==> config.mk <==
export PLATFORM = sky130hd
export DESIGN_NAME = tx_lane_framer
export DESIGN_NICKNAME = d
export VERILOG_FILES = /design/src/rtl/tx_lane_framer.sv
export SDC_FILE = /design/constraint.sdc
export NUM_CORES = 1
export LEC_CHECK = 0
export ABC_AREA = 1
export BUFFER_PORTS_ARGS = -buffer_cell sky130_fd_sc_hd__clkbuf_2
export CELL_PAD_IN_SITES_DETAIL_PLACEMENT = 1
export CELL_PAD_IN_SITES_GLOBAL_PLACEMENT = 1
export CORE_MARGIN = 5
export CORE_UTILIZATION = 46
export CTS_CLUSTER_DIAMETER = 150
export DETAILED_ROUTE_END_ITERATION = 6
export PLACE_DENSITY_LB_ADDON = 0.1
export SKIP_CTS_REPAIR_TIMING = 1
export SYNTH_ARGS = -nofsm -noshare
export SYNTH_HDL_FRONTEND = slang
export SYNTH_SLANG_ARGS = --single-unit
==> constraint.sdc <==
create_clock -name local_clk -period 2.8 [get_ports local_clk]
set_clock_uncertainty 0.1 [all_clocks]
set_input_delay 0.14 -clock local_clk [delete_from_list [all_inputs] [get_ports local_clk]]
set_output_delay 0.14 -clock local_clk [all_outputs]
set_load 0.1 [all_outputs]
==> src/rtl/tx_lane_framer.sv <==
// tx_lane_framer: per-lane Gen3 128b/130b transmit framer driving an 8-bit PIPE lane.
// Define TX_DATA_VALID_STALL_EN to insert the one-cycle TX_Data_Valid stall after every 4th block.
module tx_lane_framer #(
  parameter int          CNT_WIDTH = 4,
  parameter logic [23:0] SEED      = 24'hFFFFFF
) (
  input  logic                 local_clk,
  input  logic                 local_rst,
  input  logic                 enable,
  input  logic                 Soft_RST_blocks,
  input  logic                 in_valid,
  output logic                 in_ready,
  input  logic [0:7]           in_data,
  input  logic                 in_block_type,
  output logic [0:7]           TX_Data,
  output logic                 TX_Data_Valid,
  output logic                 TX_Start_Block,
  output logic [0:1]           TX_SYNC_Header,
  output logic [CNT_WIDTH-1:0] symbol_count,
  output logic                 underrun_err,
  output logic [3:0]           dbg_status
);
  // Handshake: a symbol transfers in a cycle where in_valid && in_ready. in_ready depends only
  // on state, enable and sym_cnt (never on in_valid); upstream must hold in_data until accepted.

  typedef enum logic [1:0] {
    S_IDLE   = 2'd0,
    S_ACTIVE = 2'd1,
    S_STALL  = 2'd2
  } state_t;

  localparam logic [CNT_WIDTH-1:0] SYM_LAST = CNT_WIDTH'(15);
  localparam logic [22:0]          SEED_23  = SEED[22:0];

  state_t               state, state_n;
  logic [CNT_WIDTH-1:0] sym_cnt;
  logic [1:0]           blk_cnt;
  logic [22:0]          lfsr, lfsr_adv;
  logic [0:7]           ks;
  logic                 blk_type_q, eieos_q;
  logic                 transfer, sym_first, sym_last, stall_trig;
  logic                 clear_cnt, clear_out, cur_type, cur_eieos, underrun;

  assign sym_first = (sym_cnt == '0);
  assign sym_last  = (sym_cnt == SYM_LAST);
  assign transfer  = in_valid && in_ready;
  assign clear_cnt = Soft_RST_blocks || (state == S_IDLE && !enable);
  assign clear_out = Soft_RST_blocks || (state == S_IDLE);

  // Block type and EIEOS flag come straight from the inputs on symbol 0, then from the latches.
  assign cur_type  = sym_first ? in_block_type : blk_type_q;
  assign cur_eieos = sym_first ? (!in_block_type && in_data == 8'h00) : eieos_q;

`ifdef TX_DATA_VALID_STALL_EN
  assign stall_trig = transfer && sym_last && (blk_cnt == 2'd3);
`else
  assign stall_trig = 1'b0;
`endif

  // State register
  always_ff @(posedge local_clk or posedge local_rst) begin
    if (local_rst) state <= S_IDLE;
    else           state <= state_n;
  end

  // Next-state logic
  always_comb begin
    state_n = state;
    if (Soft_RST_blocks) begin
      state_n = S_IDLE;
    end else begin
      case (state)
        S_IDLE:   if (enable) state_n = S_ACTIVE;
        S_ACTIVE: begin
          if (!enable && sym_first) state_n = S_IDLE;
          else if (stall_trig)      state_n = S_STALL;
        end
        S_STALL:  state_n = S_ACTIVE;
        default:  state_n = S_IDLE;
      endcase
    end
  end

  // FSM outputs
  always_comb begin
    in_ready   = (state == S_ACTIVE) && !(!enable && sym_first);
    underrun   = (state == S_ACTIVE) && !in_valid && !sym_first;
    dbg_status = {blk_cnt, state};
  end

  // Eight serial steps of the Fibonacci LFSR; first keystream bit scrambles in_data[0].
  always_comb begin
    lfsr_adv = lfsr;
    ks       = '0;
    for (int i = 0; i < 8; i++) begin
      ks[i]    = lfsr_adv[22];
      lfsr_adv = {lfsr_adv[21:0],
                  lfsr_adv[22] ^ lfsr_adv[20] ^ lfsr_adv[15] ^ lfsr_adv[7] ^ lfsr_adv[4] ^ lfsr_adv[1]};
    end
  end

  // Counters, block-type latch and scrambler state
  always_ff @(posedge local_clk or posedge local_rst) begin
    if (local_rst) begin
      sym_cnt    <= '0;
      blk_cnt    <= '0;
      lfsr       <= SEED_23;
      blk_type_q <= 1'b0;
      eieos_q    <= 1'b0;
    end else if (clear_cnt) begin
      sym_cnt    <= '0;
      blk_cnt    <= '0;
      lfsr       <= SEED_23;
      blk_type_q <= 1'b0;
      eieos_q    <= 1'b0;
    end else if (transfer) begin
      sym_cnt <= sym_last ? '0 : sym_cnt + CNT_WIDTH'(1);
      if (sym_last) blk_cnt <= blk_cnt + 2'd1;
      if (sym_first) begin
        blk_type_q <= in_block_type;
        eieos_q    <= !in_block_type && (in_data == 8'h00);
      end
      if (sym_last && cur_eieos) lfsr <= SEED_23;
      else if (cur_type)         lfsr <= lfsr_adv;
    end
  end

  // Registered PIPE outputs: a symbol accepted in cycle N is presented in cycle N+1.
  always_ff @(posedge local_clk or posedge local_rst) begin
    if (local_rst) begin
      TX_Data        <= '0;
      TX_Data_Valid  <= 1'b0;
      TX_Start_Block <= 1'b0;
      TX_SYNC_Header <= 2'b00;
      symbol_count   <= '0;
      underrun_err   <= 1'b0;
    end else if (clear_out) begin
      TX_Data        <= '0;
      TX_Data_Valid  <= 1'b0;
      TX_Start_Block <= 1'b0;
      TX_SYNC_Header <= 2'b00;
      symbol_count   <= '0;
      underrun_err   <= 1'b0;
    end else begin
      underrun_err   <= underrun;
      TX_Data_Valid  <= transfer;
      TX_Start_Block <= transfer && sym_first;
      if (transfer) begin
        TX_Data        <= cur_type ? (in_data ^ ks) : in_data;
        symbol_count   <= sym_cnt;
        TX_SYNC_Header <= sym_first ? (in_block_type ? 2'b10 : 2'b01) : 2'b00;
      end else begin
        TX_SYNC_Header <= 2'b00;
      end
    end
  end

endmodule
# --- After elaboration in Yosys (flattened, before gate mapping) ---
# Index checks and enable logic that the tools add are counted.
classes:
  n_addsub: 2
  eq_ne: 5
  n_mux: 32
  bitwise_logic: 41
  reduce_logical: 26
op_table:
  columns: ["operator", "count"]
  rows:
  - ["23-bit two-way mux", 4]
  - ["1-bit XOR", 40]
  - ["8-bit two-way mux", 3]
  - ["2-bit two-way mux", 10]
  - ["4-bit two-way mux", 5]
  - ["1-bit logical AND", 9]
  - ["1-bit two-way mux", 9]
  - ["8-bit zero test", 1]
  - ["8-bit XOR", 1]
  - ["3-bit inequality test (second input constant)", 2]
  - ["2-bit case mux with 3 select lines", 1]
  - ["2-bit AND reduction", 3]
  - ["2-bit nonzero test", 3]
  - ["1-bit zero test", 5]
  - ["4-bit by 1-bit adder with 4-bit output (second input constant)", 1]
  - ["4-bit == test (second input constant)", 1]
  - ["4-bit zero test", 1]
  - ["3-bit nonzero test", 1]
  - ["2-bit by 1-bit adder with 2-bit output (second input constant)", 1]
  - ["2-bit by 1-bit == test with 1-bit output (second input constant)", 1]
  - ["2-bit == test (second input constant)", 1]
  - ["2-bit zero test", 1]
  - ["1-bit logical OR", 2]
word_totals:
  register_bits: 50
  inputBits: 14
  out_inout_bits: 22
  wordCells: 118

# --- Longest topological paths before layout ---
depth:
  ltp_word: 12
  mapped_depth: 17
  ltp_nobuf: 17

# --- Least setup slack after synthesis ---
# No wires, ideal clock.
synth_timing:
  path_type: "reg2reg"
  start: "register state[0]"
  end: "register lfsr[6]"
  setup_ps: 85
  arrival_time_ps: 1880
  required_time_ps: 2615
  setup_slack_ps: 735
  stages_incl_launch_ff: 9
  path_buffers: 1
  synth_period_minus_slack_ps: 2065
  path_cell_list: "dfrtp_1 > o21ai_1 > inv_2 > nand2_1 > nand2_1 > nand2_1 > nand2_2 > buf_6 > a22oi_1"
synth_via:
  elab_chain_len: 5
  elab_cells_between_ends: 10
  cone_classes: "eq/ne: 1; mux: 1; reduce/logical: 8"
synth_rtl:
  columns: ["element", "line_no", "rtl"]
  rows:
  - ["start: declaration", "35", "state_t state, state_n;"]
  - ["start signal: assignment", "63", "else state <= state_n;"]
  - ["2-bit by 1-bit == test with 1-bit output or 2-bit zero test (tied branches)", "86, 47", null]
  - ["1-bit logical AND, on equally long branches", "86, 47", null]
  - ["1-bit logical AND or 1-bit logical OR (tied branches)", "46, 47", null]
  - ["2-bit nonzero test (no line) or 3-bit nonzero test (tied branches)", null, null]
  - ["2-bit AND reduction (no line)", null, null]
  - ["end signal: assignment", "124", "else if (cur_type) lfsr <= lfsr_adv;"]
  - ["end: declaration", "38", "logic [22:0] lfsr, lfsr_adv;"]
# Parallel ways exist; a longest one is shown, timed or not.
# A chain may end at the register's enable or synchronous reset.

# --- Worst setup path after layout ---
layout_timing:
  start: "register sym_cnt[0]"
  end: "register lfsr[3]"
layout_via:
  elab_chain_len: 7
  elab_cells_between_ends: 15
  cone_classes: "eq/ne: 1; mux: 5; reduce/logical: 9"
layout_rtl:
  columns: ["element", "line_no", "rtl"]
  rows:
  - ["start: declaration", "36", "logic [CNT_WIDTH-1:0] sym_cnt;"]
  - ["start signal: assignment", "117", "sym_cnt <= sym_last ? '0 : sym_cnt + CNT_WIDTH'(1);"]
  - ["4-bit zero test", "44", "assign sym_first = (sym_cnt == '0);"]
  - ["1-bit logical AND", "86", "in_ready = (state == S_ACTIVE) && !(!enable && sym_first);"]
  - ["1-bit zero test", "86", null]
  - ["1-bit logical AND", "86", null]
  - ["1-bit logical AND", "46", "assign transfer = in_valid && in_ready;"]
  - ["2-bit nonzero test (no line)", null, null]
  - ["2-bit AND reduction (no line)", null, null]
# Parallel ways exist; a longest one is shown, timed or not. The select of a mux whose other input is x is not followed.

==> results.md <==
* Area grow syn2layout at 11.2%
* Vias per cell at between 5 and 6
* Antenna violations before repair at 0
* FF+latch count, synth at 49
* Synth top area cells: dfrtp_1, dfstp_2, nand2_1
* CP Max Fanout at 23
* Starting density of the core at 46.7%
* Setup_tns at 0 ns
* Worst vdd ir at ~0.54 mV
* Hold Crit Class: input pin to async pin
* Post-Syn Area at 2910 µm²
* Critical Path AT at 2.49 ns
* Largest net degree at the start of global routing at 50
* Status: complete, but fails checks
* Nets at 422
* HPWL after detailed placement at 5640 µm
* Clock sink count at 49
* Die Ht at roughly 90 µm
* Routed WL per cell at ~15 µm
* Num ports at 36
* # H-tree levels at 2
* Crit share post-route at between 80% and 90%
* Hold_ws at -0.0412 ns
* RSZ-0062 raised after global routing: no
* Tmin final at between 2 and 2.5 ns
* Leakage Power at 1.78 nW
* Headroom to the max-slew limit at 30.3%
* WL final at ~7300 µm
* FMAX at between 400 and 500 MHz
* Worst-Skew Late Latency at around 0.3 ns
* Antenna Cells at 0
* Fillcell total at 797
* Site Rows at 29
* Async S/R FF share, synth at 100%
* Fin. Hold Viols at 26
* Register area share after synthesis at 43.1%
* Worst setup path class: flop to flop
* Clock Pin Slew Worst Setup and Hold Paths at roughly 0.090 ns
* Maxcap violations at 0
* DRC at 0
* CP Capture Type: flop
* CTS root buffer: clkbuf_8
* All-layer global routing usage at between 10% and 20%
* Post-synth EDFFs at 0
* Clk buf depth at 2
* Share of the synthesized area in the top cell type at around 22%
* Power Density at approximately 850 nW/µm²
* Synth area leader: dfrtp_1
* Via count at about 2500
* Die area at 8030 µm²
* Post-Syn Nets at 387
* WP data required at roughly 2.9 ns
* Cell Area, Placed at 3120 µm²
* Syn Inst Count at about 370
* CTS tree: yes
* IO buf count at 34
* Post-synthesis average cell area at between 7 and 8 µm²
* Final setup vio count at 0
* Share of layout cells above drive strength 1 at between 20% and 30%
* First-pass GRT wire length at 12300 µm
* Die span in x at ~90 µm
* Failing checks: negative hold slack
* DRT antenna net count at 0
* Number of DRC markers in iteration 0 at approximately 80
* Path depth of the worst reg2reg path at 11
* Setup ws final at ~0.45 ns
* Pre-antenna DRT Iters at 4
* CP startpoint kind: flop
* Slew Limit Fails at 0
* Synthesis Warnings at 0
* Vias in the first global route at about 2600
* Fin util at ~52%
* Gp weighted congestion at 0.802
* Worst-Margin Slew at 1.04 ns
* CTS Buf Count at 5
* Total congestion overflow at 0
* Core Region at 6240 µm²
* Fin area at about 3200 µm²
* Main synth FF type: dfrtp_1
* Synth unique cells at 37
* Place WS at ~0.43 ns
cells by family (layout without fill, tap and decap cells):
family                   Yosys count  after routing  share of synthesized area [%]
AND/OR/NAND/NOR                  172            172                           28.3
AO/OA/AOI/OAI                     55             55                           11.5
other                              1              1                          0.129
adder cells (fa/ha/maj)            2              2                          0.859
flip-flops                        49             49                           43.1
XOR/XNOR                          15             15                           4.77
buffers and inverters             77            113                           11.4
sequential cells by signal, indices dropped and copies added, names as in the netlist:
| signal | count |
|---|---|
| underrun_err | 1 |
| TX_Start_Block | 1 |
| blk_cnt | 2 |
| eieos_q | 1 |
| TX_SYNC_Header | 2 |
| sym_cnt | 4 |
| TX_Data | 8 |
| lfsr | 23 |
| blk_type_q | 1 |
| symbol_count | 4 |
| TX_Data_Valid | 1 |
| state | 1 |
power breakdown:
group	switching, W	total (W)	leakage [nW]	internal (W)
logic	0.000900	0.00134	1.12	0.000435
clock network	0.000235	0.000499	0.0528	0.000264
registers	0.0000753	0.000907	0.601	0.000832
synth_stat cells, types with 2 or more instances:
master and n:
dfrtp_1 26, inv_1 56, nor3_1 11, nand2_2 6, buf_6 3, inv_2 9
nand4_1 3, buf_4 4, ha_1 2, xor2_1 4, a22oi_1 21, o21ai_0 19
nand2_4 6, nor2_1 9, nand2_1 96, inv_4 2, xnor2_1 10, o21ai_1 8
a21oi_1 4, dfstp_2 23, nand3_1 33
per-layer routing:
metal / routed length [µm] / part of all wire (%) / up-vias / global-route usage [%]
met2: 3590 / 49 / 31 / 32.8
met5: 0 / 0 / - / 0
met1: 3450 / 47 / 1208 / 27.1
met4: 83 / 1.1 / 0 / 5.28
li1: - / - / 1252 / -
met3: 206 / 2.8 / 5 / 3.28
critical path, cell delays in order (launching register included):
cell and delay [ns]:
dfrtp_1 0.38, inv_1 0.09, ha_1 0.23, nand3_4 0.13, inv_2 0.05, nand2_1 0.07
and2_1 0.48, nand2_1 0.13, nand2_2 0.38, nand2_1 0.09, o21ai_1 0.10, inv_1 0.05
cells in the final DEF, fill, tap and decap left out, types with 3 or more instances in the layout:
master and instances:
a21oi_1 4, a22oi_1 21, clkbuf_2 34, clkbuf_8 5, dfrtp_1 26, dfstp_2 23
inv_1 55, inv_2 10, nand2_1 96, nand2_2 6, nand2_4 6, nand3_1 33
nand4_1 3, nor2_1 9, nor3_1 11, o21ai_0 19, o21ai_1 8, xnor2_1 10
xor2_1 4
metrics by stage:
stage	power (W)	cells	hold WS [ns]
4_1_cts	0.00278	482	-0.0894
2_1_floorplan	0.00199	371	0.111
6_report	0.00274	484	-0.0412
5_1_grt	0.00297	484	0.0363
3_3_place_gp	0.00220	474	0.251
3_5_place_dp	0.00226	474	0.246
area by class of cell:
cell class / instances / area (µm²) / share of cell area (%)
well taps: 77 / 96.3 / 2.97
clock buffers: 6 / 72.6 / 2.24
multi-input cells: 245 / 1330 / 40.9
inverters: 68 / 260 / 8.03
repair buffers: 37 / 198 / 6.10
clock inverters: 2 / 33.8 / 1.04
flip-flops and latches: 49 / 1250 / 38.7
path summary, 6_finish.rpt:
kind	startpoint	endpoint	slack (ns)
min reg2reg	lfsr[7]	lfsr[15]	0.41
max in group asynchronous	local_rst	sym_cnt[3]	2.00
max reg2reg	sym_cnt[0]	lfsr[3]	0.45
min	local_rst	blk_cnt[0]	-0.04
min in group local_clk	enable	state[0]	0.02
max	sym_cnt[0]	lfsr[3]	0.45
No activity file was read; power rests on OpenSTA's default activity.
